==> src/rtl/pos_cell_ctrl_pkg.sv <==
// Shared definitions for the particle-position cell RAM controller:
// read latency of the RAM and the controller state encoding.
package pos_cell_ctrl_pkg;

    // Cycles from ram_rden/ram_address registered to data on ram_q.
    localparam int unsigned RD_LAT = 2;

    typedef enum logic [2:0] {
        StIdle,
        StNumWait,
        StStream,
        StDrain,
        StDone
    } pos_state_e;

    // Largest particle count a cell of the given depth can legally hold
    // (address 0 is taken by the count word itself).
    function automatic int unsigned max_count(input int unsigned depth);
        return depth - 1;
    endfunction

endpackage

==> src/rtl/pos_rd_lat_pipe.sv <==
// Valid + particle-id delay line that tracks reads in flight through the
// cell RAM so each returning word can be tagged with its address.
module pos_rd_lat_pipe #(
    parameter int unsigned PID_WIDTH = 8,
    parameter int unsigned DEPTH     = 2
) (
    input  logic                 i_clk,
    input  logic                 i_rst_n,
    input  logic                 i_clr,
    input  logic                 i_valid,
    input  logic [PID_WIDTH-1:0] i_pid,
    output logic                 o_valid,
    output logic [PID_WIDTH-1:0] o_pid,
    output logic                 o_inflight
);

    logic [DEPTH-1:0]     r_valid;
    logic [PID_WIDTH-1:0] r_pid [DEPTH];

    // Shift valid/pid one stage per cycle; clear drops anything in flight.
    always_ff @(posedge i_clk or negedge i_rst_n) begin
        if (!i_rst_n) begin
            r_valid <= '0;
            for (int i = 0; i < int'(DEPTH); i++) begin
                r_pid[i] <= '0;
            end
        end else if (i_clr) begin
            r_valid <= '0;
            for (int i = 0; i < int'(DEPTH); i++) begin
                r_pid[i] <= '0;
            end
        end else begin
            r_valid  <= {r_valid[DEPTH-2:0], i_valid};
            // Keep pid at zero on empty slots so rd_pid reads 0 when idle.
            r_pid[0] <= i_valid ? i_pid : '0;
            for (int i = 1; i < int'(DEPTH); i++) begin
                r_pid[i] <= r_pid[i-1];
            end
        end
    end

    // Output stage plus a flag for reads not yet at the output stage.
    always_comb begin
        o_valid    = r_valid[DEPTH-1];
        o_pid      = r_pid[DEPTH-1];
        o_inflight = |r_valid[DEPTH-2:0];
    end

endmodule

==> src/rtl/pos_cell_ctrl.sv <==
// Sequencing/arbitration controller for one single-port particle-position
// cell RAM. Streams every particle of the cell on request and lets the
// motion-update writer use the port whenever no stream is active.
module pos_cell_ctrl
    import pos_cell_ctrl_pkg::*;
#(
    parameter int unsigned DATA_WIDTH   = 96,
    parameter int unsigned ADDR_WIDTH   = 8,
    parameter int unsigned PARTICLE_NUM = 220
) (
    input  logic                  i_clk,
    input  logic                  i_rst_n,
    // stream request / consumer side
    input  logic                  i_rd_start,
    input  logic                  i_rd_ready,
    output logic                  o_rd_busy,
    output logic                  o_rd_valid,
    output logic [DATA_WIDTH-1:0] o_rd_data,
    output logic [ADDR_WIDTH-1:0] o_rd_pid,
    output logic                  o_rd_done,
    output logic [ADDR_WIDTH-1:0] o_particle_num,
    output logic                  o_count_err,
    // motion-update writer
    input  logic                  i_wr_req,
    input  logic [ADDR_WIDTH-1:0] i_wr_addr,
    input  logic [DATA_WIDTH-1:0] i_wr_data,
    output logic                  o_wr_grant,
    // RAM port
    output logic [ADDR_WIDTH-1:0] o_ram_address,
    output logic [DATA_WIDTH-1:0] o_ram_data,
    output logic                  o_ram_rden,
    output logic                  o_ram_wren,
    input  logic [DATA_WIDTH-1:0] i_ram_q
);

    localparam logic [ADDR_WIDTH-1:0] MAX_NUM   = ADDR_WIDTH'(max_count(PARTICLE_NUM));
    localparam logic [1:0]            WAIT_LAST = 2'(RD_LAT);
    localparam logic [ADDR_WIDTH-1:0] FIRST_PID = ADDR_WIDTH'(1);

    pos_state_e            r_state;
    logic [1:0]            r_wait_cnt;
    logic [ADDR_WIDTH-1:0] r_addr;       // next particle address to issue
    logic [ADDR_WIDTH-1:0] r_num;
    logic                  r_count_err;
    logic [ADDR_WIDTH-1:0] r_ram_address;
    logic [DATA_WIDTH-1:0] r_ram_data;
    logic                  r_ram_rden;
    logic                  r_ram_wren;
    logic                  r_issue_rd;   // current ram_rden is a particle read
    logic                  r_rd_done;

    logic [ADDR_WIDTH-1:0] w_count_raw;
    logic [ADDR_WIDTH-1:0] w_count;
    logic                  w_count_ovf;
    logic                  w_count_ready;
    logic                  w_issue;
    logic [ADDR_WIDTH-1:0] w_issue_addr;
    logic                  w_issue_last;
    logic                  w_pipe_valid;
    logic [ADDR_WIDTH-1:0] w_pipe_pid;
    logic                  w_pipe_inflight;
    logic                  w_pipe_clr;

    // Count word decode and clamping to the legal cell depth.
    always_comb begin
        w_count_raw   = i_ram_q[ADDR_WIDTH-1:0];
        w_count_ovf   = (w_count_raw > MAX_NUM);
        w_count       = w_count_ovf ? MAX_NUM : w_count_raw;
        w_count_ready = (r_state == StNumWait) && (r_wait_cnt == WAIT_LAST);
    end

    // Decide whether a particle read goes out on the next edge. The first
    // address is issued straight out of NUM_WAIT so no cycle is lost.
    always_comb begin
        w_issue      = 1'b0;
        w_issue_addr = r_addr;
        w_issue_last = 1'b0;
        if (r_state == StStream) begin
            w_issue      = i_rd_ready;
            w_issue_addr = r_addr;
            w_issue_last = (r_addr == r_num);
        end else if (w_count_ready) begin
            w_issue      = i_rd_ready && (w_count != '0);
            w_issue_addr = FIRST_PID;
            w_issue_last = (w_count == FIRST_PID);
        end
    end

    // Main FSM with registered RAM-port and status outputs.
    always_ff @(posedge i_clk or negedge i_rst_n) begin
        if (!i_rst_n) begin
            r_state       <= StIdle;
            r_wait_cnt    <= '0;
            r_addr        <= '0;
            r_num         <= '0;
            r_count_err   <= 1'b0;
            r_ram_address <= '0;
            r_ram_data    <= '0;
            r_ram_rden    <= 1'b0;
            r_ram_wren    <= 1'b0;
            r_issue_rd    <= 1'b0;
            r_rd_done     <= 1'b0;
        end else begin
            r_ram_rden <= 1'b0;
            r_ram_wren <= 1'b0;
            r_issue_rd <= 1'b0;
            r_rd_done  <= 1'b0;

            case (r_state)
                StIdle: begin
                    if (i_rd_start) begin
                        r_state       <= StNumWait;
                        r_wait_cnt    <= '0;
                        r_ram_address <= '0;
                        r_ram_rden    <= 1'b1;
                    end else if (i_wr_req) begin
                        r_ram_address <= i_wr_addr;
                        r_ram_data    <= i_wr_data;
                        r_ram_wren    <= 1'b1;
                    end
                end
                StNumWait: begin
                    if (w_count_ready) begin
                        r_num       <= w_count;
                        r_count_err <= r_count_err | w_count_ovf;
                        r_addr      <= FIRST_PID;
                        // Empty cell still passes through DRAIN so rd_done
                        // keeps the same one-cycle settle as a real stream.
                        if (w_count == '0 || (w_issue && w_issue_last)) begin
                            r_state <= StDrain;
                        end else begin
                            r_state <= StStream;
                        end
                    end else begin
                        r_wait_cnt <= r_wait_cnt + 1'b1;
                    end
                end
                StStream: begin
                    if (w_issue && w_issue_last) begin
                        r_state <= StDrain;
                    end
                end
                StDrain: begin
                    // Output-stage word is delivered this cycle; only wait on
                    // reads that have not reached it yet.
                    if (!r_issue_rd && !w_pipe_inflight) begin
                        r_state   <= StDone;
                        r_rd_done <= 1'b1;
                    end
                end
                StDone: begin
                    r_state <= StIdle;
                end
                default: begin
                    r_state <= StIdle;
                end
            endcase

            // Particle read issue; the counter saturates at N.
            if (w_issue) begin
                r_ram_address <= w_issue_addr;
                r_ram_rden    <= 1'b1;
                r_issue_rd    <= 1'b1;
                if (!w_issue_last) begin
                    r_addr <= w_issue_addr + 1'b1;
                end
            end
        end
    end

    assign w_pipe_clr = (r_state == StIdle);

    pos_rd_lat_pipe #(
        .PID_WIDTH (ADDR_WIDTH),
        .DEPTH     (RD_LAT)
    ) u_rd_lat_pipe (
        .i_clk      (i_clk),
        .i_rst_n    (i_rst_n),
        .i_clr      (w_pipe_clr),
        .i_valid    (r_issue_rd),
        .i_pid      (r_ram_address),
        .o_valid    (w_pipe_valid),
        .o_pid      (w_pipe_pid),
        .o_inflight (w_pipe_inflight)
    );

    // Output mapping; rd_data is masked so it reads 0 whenever not valid.
    always_comb begin
        o_rd_busy      = (r_state != StIdle);
        o_rd_valid     = w_pipe_valid;
        o_rd_pid       = w_pipe_pid;
        o_rd_data      = w_pipe_valid ? i_ram_q : '0;
        o_rd_done      = r_rd_done;
        o_particle_num = r_num;
        o_count_err    = r_count_err;
        // Reads win over writes; no grant while held in reset.
        o_wr_grant     = i_rst_n && (r_state == StIdle) && !i_rd_start;
        o_ram_address  = r_ram_address;
        o_ram_data     = r_ram_data;
        o_ram_rden     = r_ram_rden;
        o_ram_wren     = r_ram_wren;
    end

endmodule

==> config.mk <==
export PLATFORM = sky130hd
export DESIGN_NAME = pos_cell_ctrl
export DESIGN_NICKNAME = d
export VERILOG_FILES = /design/src/rtl/pos_cell_ctrl_pkg.sv /design/src/rtl/pos_rd_lat_pipe.sv /design/src/rtl/pos_cell_ctrl.sv
export SDC_FILE = /design/constraint.sdc
export NUM_CORES = 1
export LEC_CHECK = 0
export BUFFER_PORTS_ARGS = -buffer_cell sky130_fd_sc_hd__buf_2
export CAP_MARGIN = 20
export CORE_AREA = 2 2 168 170
export DETAILED_ROUTE_END_ITERATION = 12
export DIE_AREA = 0 0 170 172
export SLEW_MARGIN = 20
export SYNTH_ARGS = -nofsm -noshare
export SYNTH_HDL_FRONTEND = slang
export SYNTH_SLANG_ARGS = --single-unit
==> constraint.sdc <==
create_clock -name i_clk -period 2.3 [get_ports i_clk]
set_input_delay 0.23 -clock i_clk [delete_from_list [all_inputs] [get_ports i_clk]]
set_output_delay 0.23 -clock i_clk [all_outputs]
set_load 0.05 [all_outputs]
After elaboration in Yosys (flattened, before gate mapping)
Cells that the tools add are included.

Register bits after elaboration: 148. Bits of input ports: 205. Output and inout port bits: 223. Logic and storage cells: 88.

Add/sub/neg operators: 2. $lt $le $gt $ge: 1. Equality and inequality tests: 11. Mux-type cells: 36. Bitwise operators: 2. Reduce and logical (&&, ||, !) cells: 22.

Operators by type and width (number): 96-bit two-way mux (1); 8-bit two-way mux (11); 16-bit two-way mux (1); 1-bit two-way mux (14); 3-bit two-way mux (4); 3-bit case mux with 4 select lines (1); 8-bit by 1-bit adder with 8-bit output (second input constant) (1); 8-bit by 1-bit == test with 1-bit output (second input constant) (1); 8-bit == test (1); 8-bit greater-than comparator (second input constant) (1); 8-bit logical NOT (1); 2-bit != test (second input constant) (4); 8-bit nonzero test (1); 3-bit by 2-bit == test with 1-bit output (second input constant) (2); 1-bit logical AND (6); 2-bit two-way mux (3); 3-bit AND reduction (2); 3-bit nonzero test (2); 2-bit case mux with 2 select lines (1); 2-bit AND reduction (2); 4-bit AND reduction (1); 2-bit nonzero test (2); 3-bit by 1-bit == test with 1-bit output (second input constant) (1); 1-bit logical NOT (3); other kinds (7) (7).

Longest topological paths before layout
Word-level depth: 11. Depth in mapped cells: 10. Depth with buffers taken out: 10.

Modules after synthesis
Synthesis repeated with hierarchy kept, for this count alone.

Cells, all modules: 553. Area, all modules: 6693.9 um^2.

By module, submodules not included: pos_cell_ctrl (instances 1, cells each 508, area each 6020.8 um^2, sequential area each 3253.1 um^2); pos_rd_lat_pipe (instances 1, cells each 45, area each 673.1 um^2, sequential area each 450.4 um^2).

Worst setup path after synthesis
No wires, ideal clock.

Path kind: reg2out. From: register r_state[2]. To: output o_wr_grant. Data arrival time: 2.477 ns. Data required time: 2.070 ns. Slack: -0.407 ns. Cell stages (with the launch flop): 6. Cell sequence: dfrtp_1 buf_2 nor3_1 inv_1 clkbuf_1 nor3b_1.

Cells in the longest elaborated chain, start to end: 3.

Ends and longest elaborated chain: start, declared (line pos_cell_ctrl.sv:40) `pos_state_e r_state;`; start signal, assigned (line pos_cell_ctrl.sv:92) `r_state <= StIdle;`; start signal, assigned (line pos_cell_ctrl.sv:112) `r_state <= StNumWait;`; start signal, assigned (line pos_cell_ctrl.sv:130) `r_state <= StDrain;`; 3-bit logical NOT (line pos_cell_ctrl.sv:197) `o_wr_grant = i_rst_n && (r_state == StIdle) && !i_rd_start;`; 1-bit logical AND (2 in a row) (line pos_cell_ctrl.sv:197); end, declared (line pos_cell_ctrl.sv:27) `output logic o_wr_grant,`.

Every way passes these cells.

Final worst setup path
From: register r_wait_cnt[0]. To: register r_addr[6].

Cells in the longest elaborated chain, start to end: 7. Elaborated cells on any way between the ends: 12.

Ends and longest elaborated chain: start, declared (line pos_cell_ctrl.sv:41) `logic [1:0] r_wait_cnt;`; start signal, assigned (line pos_cell_ctrl.sv:135) `r_wait_cnt <= r_wait_cnt + 1'b1;`; 2-bit == test (*) (line pos_cell_ctrl.sv:69) `w_count_ready = (r_state == StNumWait) && (r_wait_cnt == WAIT_LAST);`; 1-bit logical AND (*) (line pos_cell_ctrl.sv:69); 8-bit two-way mux (line pos_cell_ctrl.sv:82, pos_cell_ctrl.sv:123); 8-bit two-way mux (line pos_cell_ctrl.sv:78) `if (r_state == StStream) begin`; 8-bit by 1-bit adder with 8-bit output (line pos_cell_ctrl.sv:165) `r_addr <= w_issue_addr + 1'b1;`; 8-bit two-way mux (line pos_cell_ctrl.sv:164) `if (!w_issue_last) begin`; 8-bit two-way mux (*) (line pos_cell_ctrl.sv:160) `if (w_issue) begin`; end signal, assigned (line pos_cell_ctrl.sv:165); end, declared (line pos_cell_ctrl.sv:42) `logic [ADDR_WIDTH-1:0] r_addr;`.

Mark *: on every way between the ends. The rest lies on a longest branch, timed or not. A chain may end at the register's enable or synchronous reset.

==> qor.yml <==
die-area_mm2: 0.02924
slew_violations: 0
rr_worst_depth: 10
synthDistinctLibCells: 50
grt_use_total_pct: 14.68
syn-num-nets: 958
cp-startpoint: "r_wait_cnt[0]$_DFFE_PN0P_"
timing.rr.start: "r_wait_cnt[0]$_DFFE_PN0P_"
clock_sinks: 148
ys_seq_area_share_pct: 54.74
yosys.area.top_type: "dfrtp_1"
yosys-top-cells-area: "dfrtp_1 55%, nand2_1 18%, and2_1 9.8%, clkbuf_1 1.7%, mux2_2 1.3%"
crit_path_end_kind: "register"
power_leakage_nw: 6.036
finalCritPeriodShare_pct: 91.26
grt_remaining_overflow: 0
tightestPinTransition_ns: 0.6508
rows: 61
core_mm2: 0.02748
synthesis.instances: 751
clock_latency_ns: 0.41
crit_arrival_ns: 2.43
synth_top_flop_cell: "dfrtp_1"
clock-root-buffer: "clkbuf_16"
fmaxAchievable_ghz: 0.4764
hold_viol_final: 0
synth_most_common_cell: "nand2_1"
yosysTopAreaCellShare_pct: 54.74
die_height_um: 172
drc: 0
fin_crit_ns: 2.099
synth-edff-count: 0
fin_nets: 1431
grt_max_degree: 98
grt_pass1_wl_um: 33700
synthTopCellsByCount: "317 x nand2_1, 148 x dfrtp_1, 106 x and2_1"
setup_viol_count_final: 0
cts_tree: "done"
crit_path_start_kind: "register"
num_io_pins: 428
skew_ns: 0.009949
dp_hpwl_um: 16690
ys_warn_count: 0
grt_pass1_vias: 6450
setup_ws_ns: 0.2011
htree_levels: 4
synthArstFlopShare_pct: 100.0
avgSynthCellArea_um2: 9.008
r2r_slack_ns: 0.20
num_vias: 6605
outcome: "finished clean"
netlist_area_mm2: 0.006765
area_growth_pct: 55.08
dp_slack_ns: 0.1665
slew_headroom_pct: 56.28
ys_ff_latch: 148
power_density_mw_per_mm2: 1422
path_class: "reg2reg"
clkTransAtPathRegs_ns: 0.06
drt_iter0_drc: 308
port_buffers: 427
crit_fanout: 4
finish.utilization_pct: 38.18
initial_utilization_pct: 24.62
peakVddDrop_mv: 0.5286
cts_made_buffers: 17
worstPathRequired_ns: 2.63
cap_violations: 0
antenna_found_initial: 1
die_x_um: 170
hold_class: "in2reg"
place.gp.congestion: 0.8475
detail-route-antenna-nets: 0
fillers: 2803
avgRoutedWirePerCell_um: 14.14
first_pass_iters: 5
drive_above_1_share_pct: 41.05
cp-endpoint: "r_addr[6]$_DFF_PN0_"
viasPerCell: 4.175
r2r-end: "r_addr[6]$_DFF_PN0_"
clockBufferDepth: 2
wl_um: 22360
per-stage QoR:
stage	power, mW	instance area (µm²)	std cells	setup TNS [ns]	hold slack, ns
2_1_floorplan	9.853	6770	751	0	-0.06559
3_3_place_gp	11.85	9348	1499	0	0.3104
3_5_place_dp	11.93	9348	1499	0	0.3146
4_1_cts	15.05	10450	1577	0	0.00003025
5_1_grt	15.79	10490	1582	-0.01539	0.0002782
6_report	14.92	10490	1582	0	0.01831
layer usage:
metal,wire length [µm],global-route usage (%),share of wire (%)
met2,11140,26.02,50
met4,401,4.422,1.8
met3,1065,2.495,4.8
met5,0,0,0
met1,9755,18.34,44
what timing repair did:
action | CTS | global route
hold buffers | 48 | 0
hold endpoints to repair | 195 | 0
setup endpoints to repair | 0 | 2
resized for setup | 0 | 1
buffers inserted | 0 | 4
layout make-up:
type | instances | area (µm²) | area share (%)
Antenna cell | 1 | 2.502 | 0.02385
Clock buffer | 17 | 425.4 | 4.055
Clock inverter | 13 | 197.7 | 1.884
Inverter | 7 | 28.78 | 0.2743
Multi-Input combinational cell | 549 | 2830 | 26.98
Sequential cell | 148 | 3705 | 35.31
Tap cell | 346 | 432.9 | 4.126
Timing Repair Buffer | 501 | 2869 | 27.35
cells in the final DEF (no fill, tap or decap), drive strengths merged, types with 10 or more instances in the layout:
cell,instances
a22o,10
and2,107
buf,453
clkbuf,17
dfrtp,148
dlygate4sd3,48
inv,13
nand2,317
nor2,14
o21ai,11
xnor2,10
state kept, by name (all words and copies together), names as in the netlist:
name	cells
o_ram_wren	1
r_addr	8
o_count_err	1
o_ram_data	96
o_particle_num	8
r_issue_rd	1
u_rd_lat_pipe.r_pid	8
u_rd_lat_pipe.r_valid	2
o_ram_rden	1
r_wait_cnt	2
r_state	3
o_ram_address	8
u_rd_lat_pipe.o_pid	8
o_rd_done	1
worst max-delay path: stages, from the launching register on:
cell	delay (ns)
dfrtp_1	0.39
inv_1	0.06
ha_1	0.22
nand4bb_1	0.18
and2_1	0.17
ha_1	0.14
inv_1	0.06
a41oi_2	0.17
nand2_1	0.09
or4_1	0.40
a21oi_1	0.15
worst min-delay path by stage:
stage / from / depth (start not counted) / end
after floorplan: i_rst_n / 0 / o_count_err$_DFFE_PN0P_
after global placement: i_rst_n / 2 / r_wait_cnt[1]$_DFFE_PN0P_
after detailed placement: i_rst_n / 2 / r_state[2]$_DFFE_PN0P_
after CTS: i_wr_data[66] / 3 / o_ram_data[66]$_DFFE_PN0P_
after global routing: i_wr_data[57] / 3 / o_ram_data[57]$_DFFE_PN0P_
final: i_wr_data[91] / 3 / o_ram_data[91]$_DFFE_PN0P_
kinds of logic (layout without fill, tap and decap cells):
kind of cell,Yosys count,in the layout,share of synthesized area [%]
simple gates,488,488,34.10
flops,148,148,54.74
buf+inv,54,538,3.607
compound gates,38,38,4.124
xor+xnor,11,11,1.424
mux,10,10,1.628
fa+ha+maj,2,2,0.3698
other cells,0,1,0
report_power, final:
part / switching [mW] / internal, mW / leakage, nW / total, mW
combinational: 5.73 / 1.88 / 3.86 / 7.61
clock: 1.14 / 1.83 / 0.295 / 2.97
sequential: 0.681 / 3.65 / 1.88 / 4.33
total: 7.55 / 7.36 / 6.04 / 14.9
Note: power is estimated with default switching activity, not from simulation.
